--- config.mk ---
export PLATFORM = sky130hd
export DESIGN_NAME = img_op_scheduler
export DESIGN_NICKNAME = d
export VERILOG_FILES = /design/src/rtl/img_op_scheduler.sv
export SDC_FILE = /design/constraint.sdc
export NUM_CORES = 1
export LEC_CHECK = 0
export BUFFER_PORTS_ARGS = -buffer_cell sky130_fd_sc_hd__clkbuf_2
export CAP_MARGIN = 0
export CORE_AREA = 2 2 88 90
export DETAILED_ROUTE_END_ITERATION = 10
export DIE_AREA = 0 0 90 92
export GPL_TIMING_DRIVEN = 0
export PLACE_DENSITY = 0.67
export SLEW_MARGIN = 40
export SYNTH_ARGS = -nofsm -noshare
export SYNTH_HDL_FRONTEND = slang
export SYNTH_SLANG_ARGS = --single-unit
--- constraint.sdc ---
create_clock -name clk -period 2 [get_ports clk]
set_input_delay 0.2 -clock clk [delete_from_list [all_inputs] [get_ports clk]]
set_output_delay 0.2 -clock clk [all_outputs]
set_load 0.03 [all_outputs]
--- src/rtl/img_op_scheduler.sv ---
`default_nettype none
// ============================================================================
// Module      : img_op_scheduler
// Description : Runs a programmed subset of the mirror / gray / filter image
//               engines strictly in order. It grants the shared output-image
//               write port to the running engine only, and aborts the
//               sequence through a per-engine watchdog.
// Revision    : 1.0 - initial release
// ============================================================================
module img_op_scheduler #(
    parameter int TIMEOUT = 100000
) (
    input  logic        clk,
    input  logic        rst,
    input  logic        start,
    input  logic [2:0]  op_mask,
    input  logic [2:0]  eng_done,
    input  logic [2:0]  eng_we,
    input  logic [17:0] eng_row,
    input  logic [17:0] eng_col,
    input  logic [71:0] eng_pix,
    output logic [2:0]  eng_start,
    output logic [5:0]  row,
    output logic [5:0]  col,
    output logic        out_we,
    output logic [23:0] out_pix,
    output logic        busy,
    output logic        done,
    output logic        error,
    output logic [1:0]  cur_op
);

    // Last watchdog value an engine may reach before it is declared hung.
    localparam logic [19:0] c_WDOG_LAST = 20'(TIMEOUT - 1);

    typedef enum logic [2:0] {
        S_IDLE   = 3'd0,
        S_LAUNCH = 3'd1,
        S_RUN    = 3'd2,
        S_GAP    = 3'd3,
        S_FINISH = 3'd4
    } state_t;

    state_t      r_state;
    state_t      w_state_nxt;
    logic [2:0]  r_pend;
    logic [2:0]  w_pend_nxt;
    logic [1:0]  r_owner;
    logic [1:0]  w_owner_nxt;
    logic [19:0] r_wdog;
    logic [19:0] w_wdog_nxt;
    logic        r_error;
    logic        w_error_nxt;
    logic [2:0]  w_owner_vec;
    logic        w_owner_done;

    // Lowest pending engine, in +1 owner encoding (0 when nothing is left).
    function automatic logic [1:0] f_first_op(input logic [2:0] mask);
        if (mask[0]) begin
            return 2'd1;
        end else if (mask[1]) begin
            return 2'd2;
        end else if (mask[2]) begin
            return 2'd3;
        end else begin
            return 2'd0;
        end
    endfunction

    // One-hot view of the current owner, used for launch and done qualification.
    always_comb begin
        w_owner_vec = 3'b000;
        case (r_owner)
            2'd1:    w_owner_vec = 3'b001;
            2'd2:    w_owner_vec = 3'b010;
            2'd3:    w_owner_vec = 3'b100;
            default: w_owner_vec = 3'b000;
        endcase
    end

    // Only the owning engine's done is ever looked at.
    assign w_owner_done = |(eng_done & w_owner_vec);

    // State and sequencing registers.
    always_ff @(posedge clk) begin
        if (rst) begin
            r_state <= S_IDLE;
            r_pend  <= 3'b000;
            r_owner <= 2'd0;
            r_wdog  <= 20'd0;
            r_error <= 1'b0;
        end else begin
            r_state <= w_state_nxt;
            r_pend  <= w_pend_nxt;
            r_owner <= w_owner_nxt;
            r_wdog  <= w_wdog_nxt;
            r_error <= w_error_nxt;
        end
    end

    // Next-state logic and control outputs. Ownership is handed over on the
    // way into LAUNCH so the port follows the engine from its launch cycle,
    // and is dropped on the way into GAP so the port idles for that cycle.
    always_comb begin
        w_state_nxt = r_state;
        w_pend_nxt  = r_pend;
        w_owner_nxt = r_owner;
        w_wdog_nxt  = r_wdog;
        w_error_nxt = r_error;
        eng_start   = 3'b000;
        done        = 1'b0;
        case (r_state)
            S_IDLE: begin
                if (start) begin
                    w_error_nxt = 1'b0;
                    if (op_mask != 3'b000) begin
                        w_pend_nxt  = op_mask;
                        w_owner_nxt = f_first_op(op_mask);
                        w_state_nxt = S_LAUNCH;
                    end else begin
                        w_state_nxt = S_FINISH;
                    end
                end
            end
            S_LAUNCH: begin
                eng_start   = w_owner_vec;
                w_wdog_nxt  = 20'd0;
                w_state_nxt = S_RUN;
            end
            S_RUN: begin
                w_wdog_nxt = r_wdog + 20'd1;
                if (w_owner_done) begin
                    w_pend_nxt  = r_pend & ~w_owner_vec;
                    w_owner_nxt = 2'd0;
                    w_state_nxt = S_GAP;
                end else if (r_wdog == c_WDOG_LAST) begin
                    w_error_nxt = 1'b1;
                    w_pend_nxt  = 3'b000;
                    w_owner_nxt = 2'd0;
                    w_state_nxt = S_GAP;
                end
            end
            S_GAP: begin
                w_owner_nxt = 2'd0;
                if (r_pend != 3'b000) begin
                    w_owner_nxt = f_first_op(r_pend);
                    w_state_nxt = S_LAUNCH;
                end else begin
                    w_state_nxt = S_FINISH;
                end
            end
            S_FINISH: begin
                done        = 1'b1;
                w_state_nxt = S_IDLE;
            end
            default: begin
                w_state_nxt = S_IDLE;
            end
        endcase
    end

    // Zero-latency write-port mux; an unowned port is held at all zeros.
    always_comb begin
        row     = 6'd0;
        col     = 6'd0;
        out_pix = 24'd0;
        out_we  = 1'b0;
        case (r_owner)
            2'd1: begin
                row     = eng_row[5:0];
                col     = eng_col[5:0];
                out_pix = eng_pix[23:0];
                out_we  = eng_we[0];
            end
            2'd2: begin
                row     = eng_row[11:6];
                col     = eng_col[11:6];
                out_pix = eng_pix[47:24];
                out_we  = eng_we[1];
            end
            2'd3: begin
                row     = eng_row[17:12];
                col     = eng_col[17:12];
                out_pix = eng_pix[71:48];
                out_we  = eng_we[2];
            end
            default: begin
                row     = 6'd0;
                col     = 6'd0;
                out_pix = 24'd0;
                out_we  = 1'b0;
            end
        endcase
    end

    assign busy   = (r_state != S_IDLE);
    assign error  = r_error;
    assign cur_op = r_owner;

endmodule
`default_nettype wire

==> flow_summary.json, run 1 <==
{
  "required_ns": 1.80,
  "cts_setup_buffers": 0,
  "critPathArrivalTime_ns": 1.73,
  "met2WireLength_mm": 4.47,
  "finalCritPeriodShare_pct": 96.4,
  "netlist_area_um2": 2470,
  "dr_total_vias": 3056,
  "fin_area_um2": 3580,
  "numCtsBuffers": 5,
  "syn-num-nets": 414,
  "totalWireLength_mm": 9.17,
  "antenna_cells": 0,
  "place_area_um2": 3460,
  "synthArstFlopShare_pct": 0,
  "ys_ff_latch": 29,
  "cts_hold_buf": 0,
  "grt_max_degree": 12,
  "drv_cap": 0,
  "synth_cells": 293,
  "h-tree-depth": 2,
  "drc": 0,
  "gp_congestion": 0.954,
  "p_total_mw": 2.77,
  "hold_viol": 0,
  "start_util_pct": 33.2,
  "status": "finished, final reports clean",
  "cts_root_buffer": "clkbuf_8",
  "antenna_found_initial": 0,
  "synth_enable_flop_cells": 0,
  "min_path_type": "primary input to flip-flop",
  "mostFrequentLayoutCells": "162 x clkbuf_2, 39 x mux2_2, 30 x a22o_2",
  "drt-wirelength-per-cell_um": 16.3,
  "grt_overflow": 0,
  "via_per_inst": 5.44,
  "total_leakage_power_nw": 1.68,
  "die_h_um": 92,
  "die_w_um": 90,
  "setup_ws_ns": 0.0729,
  "critPathKind": "flip-flop to output pin",
  "drv_slew": 0,
  "critPathBufInv": 2,
  "clk_path_buf_depth": 2,
  "layout.cells.non_filler": 562,
  "max_stage_delay_ns": 0.40,
  "wl_met1_mm": 3.80,
  "grt_use_total_pct": 21.0,
  "crit_path_cell_trace": "clkbuf_4 -> mux2_2 -> a22o_2 -> clkbuf_2",
  "dp_slack_ns": -0.362,
  "ant_nets": 0,
  "coreArea_um2": 7450,
  "final_common_cell": "clkbuf_2",
  "dp_cells": 557,
  "powerDensity_nw_per_um2": 775,
  "clock_sinks": 29,
  "dr_wl_met3_um": 664,
  "port_buffers": 162,
  "ys_seq_area_share_pct": 23.5,
  "synth_area_per_cell_um2": 8.45,
  "dieArea_um2": 8280,
  "ff2ff_setup_slack_ns": 0.08,
  "ys.flop_type": "dfxtp_1",
  "drive_gt1_share_pct": 57.4,
  "relSlewSlack_pct": 48.7,
  "grt_pass1_wl_mm": 14.1,
  "cp_top_family": "buffers and inverters",
  "clk_pin_slew_ns": 0.06,
  "fin_crit_ns": 1.93,
  "clk_latency_ns": 0.28,
  "cp_max_fo": 10,
  "setup.worst_path.end_class": "output pin",
  "cts_tree": "built",
  "yosys_warnings": 0,
  "drt_iter0_drc": 180,
  "final.setup_skew_ns": 0.00281,
  "grt_pass1_vias": 2804,
  "num_io_pins": 165,
  "crit_path_top_delay_cell": "dfxtp_4",
  "critPathLaunchType": "flip-flop",
  "tightestPinTransition_ns": 0.763,
  "rows": 32,
  "dp_hpwl_mm": 7.42,
  "fmax_ghz": 0.519,
  "setup-violations-final": 0,
  "rsz0062_at_grt": "yes",
  "routed.top_layer": "met4",
  "firstDrtPassIters": 4,
  "num-nets-final": 581,
  "vdd_drop_max_mv": 0.330,
  "ys_types": 48,
  "synthToLayoutAreaGrowth_pct": 44.6
}
## cells in the mapped netlist (2+ instances only)
| master | count | share of area, % |
|---|---|---|
| dfxtp_1 | 29 | 23 |
| nand3b_1 | 2 | 0.61 |
| buf_6 | 3 | 1.4 |
| mux2i_1 | 3 | 1.2 |
| o31ai_1 | 8 | 2.4 |
| a21oi_1 | 13 | 2.6 |
| nand4_1 | 12 | 3.0 |
| a31oi_1 | 4 | 1.0 |
| nor3_1 | 13 | 2.6 |
| o21ai_0 | 4 | 0.81 |
| inv_1 | 7 | 1.1 |
| a311oi_1 | 4 | 1.4 |
| a211oi_1 | 3 | 0.91 |
| and4_1 | 2 | 0.71 |
| a32oi_1 | 2 | 0.71 |
| nor3b_1 | 2 | 0.61 |
| buf_1 | 4 | 0.61 |
| a22oi_1 | 2 | 0.61 |
| nor4_1 | 2 | 0.51 |
| clkbuf_1 | 13 | 2.0 |
| nand2_1 | 20 | 3.0 |
| mux2_2 | 39 | 18 |
| and3_1 | 8 | 2.0 |
| nand3_1 | 11 | 2.2 |
| o22ai_1 | 2 | 0.51 |
| a22o_1 | 37 | 13 |
| nor2b_1 | 2 | 0.51 |
| nor2_1 | 20 | 3.0 |
| clkbuf_8 | 3 | 1.7 |
## report_power, final
part	internal (mW)	switching, mW
logic	0.648	0.970
registers	0.616	0.0497
clock network	0.272	0.218
total	1.54	1.24
## stage by stage
step | util [%] | hold slack (ns) | setup TNS, ns
5_1_grt | 48.1 | 0.167 | -0.0339
6_report | 48.1 | 0.176 | 0
4_1_cts | 48.0 | 0.170 | 0
3_3_place_gp | 46.5 | 0.454 | -8.09
2_1_floorplan | - | 0.371 | 0
3_5_place_dp | 46.5 | 0.462 | -10.90
## final timing paths
kind | start | to | depth (start not counted)
worst max register to register | r_state[1] | r_wdog[10] | 7
worst min register to register | r_wdog[19] | r_wdog[19] | 1
worst min-delay path | rst | r_wdog[17] | 2
worst max-delay path | cur_op[1] | out_pix[7] | 4
## kinds of logic after synthesis
kind of cell    after synthesis  share of synthesized area, %
simple gates                104                          23.2
xor+xnor                      1                         0.354
compound gates               84                          26.0
buf+inv                      31                          7.03
flops                        29                          23.5
fa+ha+maj                     1                         0.505
mux                          43                          19.4
## what timing repair did
item / CTS / global route
setup endpoints to repair: 45 / 12
gates resized for setup: 17 / 2
pin swaps: 0 / 1
## routing by layer
layer  track usage (%)  up-vias
met5                 0        -
met4              6.03        0
met3              5.75       18
met2              36.9      122
met1              25.2     1440
li1                  -     1476
## registers in the layout, summed over array words and instances (netlist names)
signal	count
cur_op	2
error	1
r_pend	3
r_state	3
r_wdog	20
## final cells by class
type / instances / area, µm²
Tap cell: 102 / 128
Multi-Input combinational cell: 233 / 1780
Clock buffer: 7 / 86.3
Fill cell: 766 / 3870
Sequential cell: 29 / 586
Inverter: 7 / 26.3
Timing Repair Buffer: 162 / 813
Buffer: 22 / 163
Power figures use the tool's default switching activity.
==> run 2, diff against run 1 <==
--- a/config.mk
+++ b/config.mk
@@ -7,11 +7,13 @@
 export LEC_CHECK = 0
 export BUFFER_PORTS_ARGS = -buffer_cell sky130_fd_sc_hd__clkbuf_2
 export CAP_MARGIN = 0
-export CORE_AREA = 2 2 88 90
+export CELL_PAD_IN_SITES_DETAIL_PLACEMENT = 0
+export CELL_PAD_IN_SITES_GLOBAL_PLACEMENT = 1
+export CORE_AREA = 2 2 96 98
 export DETAILED_ROUTE_END_ITERATION = 10
-export DIE_AREA = 0 0 90 92
+export DIE_AREA = 0 0 98 100
 export GPL_TIMING_DRIVEN = 0
-export PLACE_DENSITY = 0.67
+export PLACE_DENSITY_LB_ADDON = 0.1
 export SLEW_MARGIN = 40
 export SYNTH_ARGS = -nofsm -noshare
 export SYNTH_HDL_FRONTEND = slang
==> constraint.sdc (replaced) <==
create_clock -name clk -period 2 [get_ports clk]
set_input_delay 0.3 -clock clk [delete_from_list [all_inputs] [get_ports clk]]
set_output_delay 0.3 -clock clk [all_outputs]
set_load 0.03 [all_outputs]
==> run 2 against run 1 <==
Clock-buffer cell count unchanged. Highest routed layer unchanged. Routed wire length is 2.9% higher. Sequential share of layout area is 0.83 points lower. Design area increased by 5.8%.
==> flow_summary.json, run 2 (synthesis gave the netlist of run 1 again) <==
{
  "place_area_um2": 3470,
  "max_stage_delay_ns": 0.42,
  "grt.busiest_layer": "met2",
  "swShare_pct": 42.0,
  "dr_total_vias": 3025,
  "setup_ws_ns": 0.0716,
  "critPathKind": "flip-flop to output pin",
  "port_buffers": 162,
  "clk_path_buf_depth": 2,
  "synthToLayoutAreaGrowth_pct": 53.0,
  "finalCritPeriodShare_pct": 96.4,
  "min_from": "rst",
  "grt_use_total_pct": 18.4,
  "grt_pass1_wl_mm": 14.7,
  "antenna_found_initial": 0,
  "dieArea_um2": 9800,
  "vdd_drop_max_mv": 0.477,
  "dp_hpwl_mm": 7.61,
  "drc": 0,
  "setup.worst_path.end_class": "output pin",
  "p_int_mw": 1.75,
  "largest_registers": "r_wdog (20), r_pend (3), r_state (3)",
  "totalWireLength_mm": 9.43,
  "final_common_cell": "clkbuf_2",
  "grt_use_met3_pct": 3.27,
  "setup-violations-final": 0,
  "power_frac_comb_pct": 56.3,
  "ant_nets": 0,
  "dp_slack_ns": -0.339,
  "drv_cap": 0,
  "cp_top_family": "flip-flops",
  "status": "finished, final reports clean",
  "final.setup_skew_ns": 0.00824,
  "hold_viol": 0,
  "critPathArrivalTime_ns": 1.63,
  "p_sw_mw": 1.27,
  "start_util_pct": 27.8,
  "num-nets-final": 590,
  "largest_reg_flops": 20,
  "firstDrtPassIters": 4,
  "gp_congestion": 0.820,
  "die_w_um": 98,
  "cts_tree": "built",
  "h-tree-depth": 2,
  "critPathBufInv": 2,
  "grt_overflow": 0,
  "grtUsageMet2_pct": 32.4,
  "via_per_inst": 5.21,
  "relSlewSlack_pct": 57.8,
  "crit_path_top_delay_cell": "dfxtp_4",
  "fin_crit_ns": 1.93,
  "tns_ns": 0,
  "clock_sinks": 29,
  "r2r_start": "r_state[1]",
  "top_register": "r_wdog",
  "fin_area_um2": 3790,
  "fillers": 945,
  "rows": 35,
  "use_met1_pct": 22.7,
  "crit_path_cell_trace": "clkbuf_8 -> mux2_2 -> a22o_2 -> clkbuf_4",
  "tightestPinTransition_ns": 0.630,
  "antenna_cells": 0,
  "rsz0062_at_grt": "yes",
  "cts_hold_buf": 0,
  "crit_start": "cur_op[1]",
  "num_io_pins": 165,
  "critPathLaunchType": "flip-flop",
  "p_seq_share_pct": 22.2,
  "fmax_ghz": 0.519,
  "drt-wirelength-per-cell_um": 16.2,
  "cts_root_buffer": "clkbuf_8",
  "min_path_type": "primary input to flip-flop",
  "clk_pin_slew_ns": 0.07,
  "drt_iter0_drc": 76,
  "clockPowerShare_pct": 21.5,
  "die_h_um": 100,
  "grt_pass1_vias": 2829,
  "powerDensity_nw_per_um2": 799,
  "total_leakage_power_nw": 1.77,
  "numCtsBuffers": 5,
  "coreArea_um2": 8890,
  "required_ns": 1.70,
  "drv_slew": 0,
  "drive_gt1_share_pct": 58.7,
  "grt_max_degree": 12,
  "mostFrequentLayoutCells": "140 x clkbuf_2, 39 x mux2_2, 30 x a22o_2",
  "fin_hold_ws_ns": 0.258,
  "cp_max_fo": 10,
  "clk_latency_ns": 0.29
}
## run 2: cell types whose count changed in the layout (fill, tap and decap cells not counted), moves of 2 or more
cell	delta
buf_4	+8
clkbuf_1	-2
buf_2	+5
buf_6	+4
clkbuf_8	+3
clkbuf_2	-22
clkbuf_4	+13
## run 2: through the flow
| step | util (%) | std cells | power (mW) |
|---|---|---|---|
| 6_report | 42.6 | 581 | 3.02 |
| 5_1_grt | 42.6 | 581 | 3.21 |
| 4_1_cts | 41.6 | 575 | 3.02 |
| 3_5_place_dp | 39.1 | 566 | 2.28 |
| 3_3_place_gp | 39.1 | 566 | 2.28 |
| 2_1_floorplan | - | 293 | 1.81 |
## run 2: cell type report
class | count | area, µm² | share of cell area, %
multi-input combinational | 233 | 1790 | 47.3
timing repair buffer | 172 | 938 | 24.8
sequential | 29 | 588 | 15.5
buffer | 21 | 189 | 4.99
tap | 111 | 139 | 3.67
clock buffer | 7 | 86.3 | 2.28
clock inverter | 1 | 30.0 | 0.793
inverter | 7 | 26.3 | 0.694
## run 2: worst register-to-register path: stages (launching register included)
cell and delay, ns:
dfxtp_1 0.33, buf_6 0.14, or3b_4 0.43, buf_6 0.16, nor3_4 0.26, buf_6 0.16, nand4_1 0.12, nand4_1 0.12
o31ai_1 0.07
## run 2: per-layer routing
layer,vias up,routed length [µm]
met1,1408,4060
met4,0,229
met5,-,0
met3,14,527
li1,1494,-
met2,109,4610
## run 2: what timing repair did
action,4_1_cts,5_1_grt
buffers inserted,3,7
pin swaps,1,3
gates resized for setup,31,35
setup endpoints to repair,46,41
## run 2: path summary, 6_finish.rpt
kind	slack, ns	endpoint	cells after the start
worst max-delay path	0.07	out_pix[6]	4
worst min-delay path	0.26	r_wdog[13]	2
worst max register to register	0.10	r_wdog[14]	8
worst min register to register	0.47	r_wdog[19]	1
## run 2: power groups by stage
| stage | logic, mW | clock network, mW | registers [mW] |
|---|---|---|---|
| 2_1_floorplan | 1.14 | 0 | 0.663 |
| 3_3_place_gp | 1.63 | 0 | 0.651 |
| 3_5_place_dp | 1.63 | 0 | 0.653 |
| 4_1_cts | 1.68 | 0.667 | 0.669 |
| 5_1_grt | 1.84 | 0.692 | 0.678 |
| 6_report | 1.70 | 0.650 | 0.670 |
